[src/rtl/distributor.sv]
// Routes one inbound stream to OUTPUTS per-port FIFOs by per-beat index; 1-cycle push-to-head latency, no bypass.
// in_ready drops only when the addressed FIFO is full; out-of-range beats are always accepted and counted as drops.
module distributor #(
  parameter int OUTPUTS       = 4,
  parameter int DATA_SIZE     = 8,
  parameter int DEPTH         = 2,
  parameter int DROP_CNT_SIZE = 16
) (
  input  logic                          clock,
  input  logic                          reset,
  input  logic                          in_valid,
  output logic                          in_ready,
  input  logic [$clog2(OUTPUTS)-1:0]    in_index,
  input  logic [DATA_SIZE-1:0]          in_data,
  output logic [OUTPUTS-1:0]            out_valid,
  input  logic [OUTPUTS-1:0]            out_ready,
  output logic [DATA_SIZE-1:0]          out_data [OUTPUTS],
  output logic [DROP_CNT_SIZE-1:0]      drop_count
);

  localparam int IDX_W = $clog2(OUTPUTS);
  localparam int PTR_W = $clog2(DEPTH);
  localparam logic [IDX_W:0] IDX_LIMIT = (IDX_W+1)'(OUTPUTS);
  localparam logic [PTR_W:0] DEPTH_C   = (PTR_W+1)'(DEPTH);

  logic               in_range;
  logic               sel_full;
  logic [OUTPUTS-1:0] full;
  logic [OUTPUTS-1:0] push;

  // Indices past OUTPUTS act as a sink, so they never stall the inbound stream.
  assign in_range = ({1'b0, in_index} < IDX_LIMIT);
  assign in_ready = !in_range || !sel_full;

  always_comb begin
    sel_full = 1'b0;
    push     = '0;
    for (int k = 0; k < OUTPUTS; k++) begin
      if (in_index == IDX_W'(k)) sel_full = full[k];
      push[k] = in_valid && in_range && !full[k] && (in_index == IDX_W'(k));
    end
  end

  always_ff @(posedge clock) begin
    if (reset) begin
      drop_count <= '0;
    end else if (in_valid && !in_range && (drop_count != '1)) begin
      drop_count <= drop_count + 1'b1;
    end
  end

  for (genvar k = 0; k < OUTPUTS; k++) begin : g_port
    logic [DATA_SIZE-1:0] mem [DEPTH];
    logic [PTR_W-1:0]     rd_ptr;
    logic [PTR_W-1:0]     wr_ptr;
    logic [PTR_W:0]       count;
    logic                 do_pop;

    assign do_pop       = out_valid[k] && out_ready[k];
    assign full[k]      = (count == DEPTH_C);
    assign out_valid[k] = (count != '0);
    assign out_data[k]  = mem[rd_ptr];

    // A full FIFO refuses the push even when it pops this cycle; the slot frees next cycle.
    always_ff @(posedge clock) begin
      if (reset) begin
        rd_ptr <= '0;
        wr_ptr <= '0;
        count  <= '0;
        for (int i = 0; i < DEPTH; i++) mem[i] <= '0;
      end else begin
        if (push[k]) begin
          mem[wr_ptr] <= in_data;
          wr_ptr      <= wr_ptr + 1'b1;
        end
        if (do_pop) rd_ptr <= rd_ptr + 1'b1;
        if (push[k] && !do_pop)      count <= count + 1'b1;
        else if (!push[k] && do_pop) count <= count - 1'b1;
      end
    end
  end

endmodule

[config.mk]
export PLATFORM = sky130hd
export DESIGN_NAME = distributor
export DESIGN_NICKNAME = d
export VERILOG_FILES = /design/src/rtl/distributor.sv
export SDC_FILE = /design/constraint.sdc
export NUM_CORES = 1
export LEC_CHECK = 0
export CAP_MARGIN = 15
export CORE_MARGIN = 5
export CORE_UTILIZATION = 30
export CTS_BUF_LIST = sky130_fd_sc_hd__clkbuf_4 sky130_fd_sc_hd__clkbuf_8
export DETAILED_ROUTE_END_ITERATION = 6
export SLEW_MARGIN = 25
export SYNTH_ARGS = -nofsm -noshare
export SYNTH_HDL_FRONTEND = slang
export SYNTH_SLANG_ARGS = --single-unit
[constraint.sdc]
create_clock -name clock -period 4.8 [get_ports clock]
set_clock_uncertainty 0.05 [all_clocks]
set_input_delay 0.96 -clock clock [delete_from_list [all_inputs] [get_ports clock]]
set_output_delay 0.96 -clock clock [all_outputs]
set_load 0.02 [all_outputs]
Word level (Yosys, flattened, before mapping)
Memories as Yosys holds them, arrays and structs flattened. A register that Yosys moved wholly into a read port is not among the register bits.
Cells that the tools add are included.

operators by class
  div/mod/pow operators = 0
  $mul = 0
  bitwise logic cells = 0
  shifts and indexed selects = 0
  reductions and logical operators = 46
  add/sub/neg operators = 16
  mux-type cells = 46
  order comparisons = 0
  equal/unequal tests = 7

operators with widths
  operator               number
  $mux W1                34
  $mux W8                4
  $reduce_or A8 Y1       4
  $logic_and A1 B1 Y1    20
  $mux W2                8
  $reduce_bool A2 Y1     8
  $logic_not A1 Y1       13
  $eq A2 B2 Y1 const B   6
  $add A1 B1 Y1 const B  8
  $add A2 B1 Y2 const B  4
  $sub A2 B1 Y2 const B  4
  $eq A2 B1 Y1 const B   1
  $logic_not A2 Y1       1

word-level totals
  bits in read-only memories = 0
  register bits = 16
  memory bits (writable) = 64
  input port bits = 17
  memories kept = 4
  bits in latches = 0
  word-level logic and storage cells = 131

memory list
  name           depth  bits a word  read ports  clocked after Yosys merged registers in  write ports  RTL line  RTL
  g_port[0].mem  2      8            1           1                                        2            53        logic [DATA_SIZE-1:0] mem [DEPTH];
  g_port[1].mem  2      8            1           1                                        2            53
  g_port[2].mem  2      8            1           1                                        2            53
  g_port[3].mem  2      8            1           1                                        2            53

Logic depth before layout (Yosys ltp)
  depth in word-level cells = 9
  mapped depth = 7
  gate-level depth less buffers = 6

Worst setup path after synthesis
Ideal clock, no wire load.

  path kind = input port to output port
  start = input in_index[1]
  end = output in_ready
  arrival time = 1.844 ns
  cell stages on the path = 3
  slack = 1.946 ns
  cells stage by stage = clkbuf_2 > inv_1 > mux4_1

on the way
  word-level cells in the longest chain between the ends = 6
  elaborated cells between the ends (all ways) = 9
  those cells by class = 3 x eq/ne; 4 x mux; 2 x reduce/logical

RTL lines
  item                  RTL line  RTL
  start: declaration    13        input logic [$clog2(OUTPUTS)-1:0] in_index,
  $logic_not A2 Y1      39        if (in_index == IDX_W'(k)) sel_full = full[k];
  $mux W1 (3 in a row)  39
  $mux W1 *             39
  $logic_not A1 Y1 *    33        assign in_ready = !in_range || !sel_full;
  end: declaration      12        output logic in_ready,

Every way passes the cells marked *; elsewhere a longest branch is shown, timed or not.

Worst setup path after layout
Ends and elaborated chain as after synthesis.

==> metrics.md <==
| Metric | Value |
|---|---|
| Outcome | `completed` |
| Via count | `2,350` |
| Initial DRC count | `160` |
| DRC errors left | `0` |
| Vias in the first global route | `2,385` |
| Min cycle time layout | `3.833 ns` |
| Die H | `122.5 µm` |
| Post-Syn Area | `0.003794 mm²` |
| Detailed Place HPWL | `5.547 mm` |
| Synth Register Bits | `between 80 and 90` |
| Main flop type after synthesis | `edfxtp_1` |
| GR Layer Usage met2 | `16.45%` |
| Avg Cell Area, Syn | `11.97 µm²` |
| Crit Path Category | `input pin to primary output` |
| CP max stage cell | `mux4_1` |
| M3 GR Usage | `under 10%` |
| Post-synth EDFFs | `64` |
| Crit. End Element | `primary output` |
| Post-CTS Hold Buffers | `0` |
| Post-CTS setup repair buffer count | `0` |
| Setup violations, final | `0` |
| Overflow after GRT | `0` |
| Ant. Diodes | `0` |
| Worst vdd ir | `0.2983 mV` |
| CTS tree | `yes` |
| CP arrival | `about 2.8 ns` |
| Clk root buf | `clkbuf_8` |
| Comb pwr share | `about a third` |
| Startpoint Class | `input pin` |
| WL/cell | `14.62 µm` |
| CTS buffer count | `9` |
| Max clock buf depth | `2` |
| Floorplan core area | `0.01252 mm²` |
| Internal | `between 1 and 1.5 mW` |
| GP Congestion | `0.7552` |
| Synth area leaders | `edfxtp_1 (51%), dfxtp_1 (11%), mux2_2 (9.5%)` |
| Switch Pwr | `680.4 µW` |
| Clock Pin Slew Worst Setup and Hold Paths | `0.08 ns` |
| Slew headroom | `35.88%` |
| Fin. max-slew vios | `0` |
| CP Max Fanout | `15` |
| Worst-Margin Slew | `0.9588 ns` |
| CTS Sinks | `84` |
| Port-buffer cells | `53` |
| Area Growth Syn to Fin | `21.24%` |
| Pre-CTS setup slack | `roughly 1.0 ns` |
| IO Count | `70` |
| Total Routing Usage GR | `10.95%` |
| Synth cell types | `31` |
| Pwr Density | `473.2 mW/mm²` |
| Largest net degree at the start of global routing | `30` |
| Fraction of layout cells with a size suffix above 1 | `15.89%` |
| Initial core utilization | `30.31%` |
| Met1 Usage GRT | `15.11%` |
| FF/Latch Area | `0.002322 mm²` |
| Hold Path Class | `flop to flop` |
| Die area | `0.01499 mm²` |
| Mapped Cells | `317` |
| RSZ-0062 raised after global routing | `no` |
| Peak per-stage delay on the critical path | `0.57 ns` |
| Detail Route Antenna Nets | `0` |
| 1st-pass router iterations | `4` |
| Leak | `1.669 nW` |
| CP Data Required Time | `approximately 3.8 ns` |
| Max Cap Violations | `0` |
| Die extent in x | `122.5 µm` |
| Worst path cell trace | `clkdlybuf4s50_1 > buf_4 > inv_1 > mux4_1 > clkdlybuf4s50_1` |
| Fillers | `1,283` |
| Final Cycle Share | `79.85%` |
| Initial antenna violation count | `0` |
| Post-synthesis sequential area ratio | `61.21%` |
| Total Nets Final | `around 380` |
| Clock share of power | `23.0%` |
| Post-DR vias/cell | `~4.4` |
| Synth async-reset ratio | `0%` |
| DRT Wirelength | `7.849 mm` |
| Gr busiest metal | `met2` |
| Fin worst setup slack | `0.9673 ns` |
| Setup_tns | `0 ns` |
| Most frequent CP cell | `clkdlybuf4s50_1` |
| Synth area leader | `edfxtp_1` |
| Final Hold Viols | `0` |
| Fmax achieved | `260.9 MHz` |
| Switching Fraction | `31.26%` |
| # rows | `41` |
| Synth warnings | `0` |
| Area taken by multi-input logic gates | `0.001303 mm²` |
| Post_cts resized | `0` |
| Clock Latency Late Sink | `roughly 0.35 ns` |
| Final Core Density | `36.75%` |
| Post-synth top area share | `50.66%` |
| First-pass GRT wire length | `between 10 and 15 mm` |
| Flop pwr share | `44.6%` |
| H-tree levels | `3` |
==> flip-flops by register name, summed over array words and instances, names as in the netlist, named ones only <==
register / cells
g_port.mem: 64
g_port.count: 8
g_port.rd_ptr: 4
g_port.wr_ptr: 4
==> path summary, 6_finish.rpt <==
| check | cells past startpoint | to | slack, ns | startpoint |
|---|---|---|---|---|
| max | 5 | in_ready | 0.97 | in_index[1] |
| max reg2reg | 3 | g_port[1].mem[0][1] | 2.86 | g_port[1].count[0] |
| min | 2 | g_port[1].wr_ptr | 0.44 | g_port[1].wr_ptr |
| min reg2reg | 2 | g_port[1].wr_ptr | 0.44 | g_port[1].wr_ptr |
==> logic make-up (layout without fill, tap and decap cells) <==
kind of cell | after synthesis | after routing | synth area share [%]
adders and majority gates | 4 | 4 | 1.319
AOI/OAI and AO/OA | 20 | 20 | 2.968
xor gates and xnor gates | 12 | 12 | 2.770
muxes | 33 | 33 | 10.19
DFF | 84 | 84 | 61.21
and+or+nand+nor | 122 | 122 | 15.50
other | 1 | 16 | 0.09885
buffers and inverters | 41 | 74 | 5.937
==> synthesized netlist by cell type (2+ instances only) <==
| cell | count |
|---|---|
| a21oi_1 | 8 |
| a31o_2 | 2 |
| and3_1 | 2 |
| buf_2 | 2 |
| buf_4 | 16 |
| clkbuf_1 | 18 |
| dfxtp_1 | 20 |
| edfxtp_1 | 64 |
| ha_1 | 4 |
| inv_1 | 3 |
| mux2_2 | 32 |
| nand2b_1 | 21 |
| nand4_1 | 4 |
| nand4_2 | 2 |
| nor2_1 | 76 |
| nor2b_1 | 2 |
| nor3_1 | 2 |
| o21ai_0 | 8 |
| o31ai_1 | 2 |
| or2_2 | 4 |
| or3_1 | 4 |
| xor2_1 | 12 |
==> power by group through the flow <==
stage	sequential [mW]	clock, mW	combinational, mW
floorplan	0.934	0	0.494
global placement	0.985	0	0.700
detailed placement	0.989	0	0.710
CTS	0.972	0.519	0.717
global route	0.990	0.550	0.768
finish	0.970	0.501	0.706
==> final cells by class <==
| type | count | share of cell area (%) |
|---|---|---|
| Sequential cell | 84 | 50.49 |
| Multi-Input combinational cell | 207 | 28.32 |
| Timing Repair Buffer | 55 | 11.86 |
| Tap cell | 172 | 4.679 |
| Clock buffer | 12 | 3.319 |
| Clock inverter | 4 | 1.088 |
| Inverter | 3 | 0.2448 |
==> cells in the final DEF, fill, tap and decap left out, types with 3 or more instances in the layout <==
master / netlist / routed
or3_1: 4 / 4
ha_1: 4 / 4
xor2_1: 12 / 12
conb_1: 1 / 16
nand4_1: 4 / 4
dfxtp_1: 20 / 20
clkbuf_8: 0 / 10
inv_1: 3 / 3
o21ai_0: 8 / 8
mux2_2: 32 / 32
a21oi_1: 8 / 8
or2_2: 4 / 4
nor2_1: 76 / 76
edfxtp_1: 64 / 64
nand2b_1: 21 / 21
clkdlybuf4s50_1: 0 / 53
==> per-stage QoR <==
stage          power, mW  instance area, µm²  hold slack [ns]  instances
5_1_grt            2.307                4599           0.4675        537
2_1_floorplan      1.428                3850           0.4065        332
3_3_place_gp       1.685                4397           0.4243        521
4_1_cts            2.208                4599           0.4353        537
3_5_place_dp       1.699                4397           0.4245        521
6_report           2.176                4599           0.4375        537
==> critical path: cells and delay by family <==
kind	cells	cell delay [ns]
multiplexers	1	0.57
buffers and inverters	4	1.28
==> routing by layer <==
layer,vias to the layer above,share of wire (%)
met2,85,45
met3,12,8.7
met5,-,0
met1,1106,45
met4,0,1.4
li1,1147,-
No activity file was read; power rests on OpenSTA's default activity.
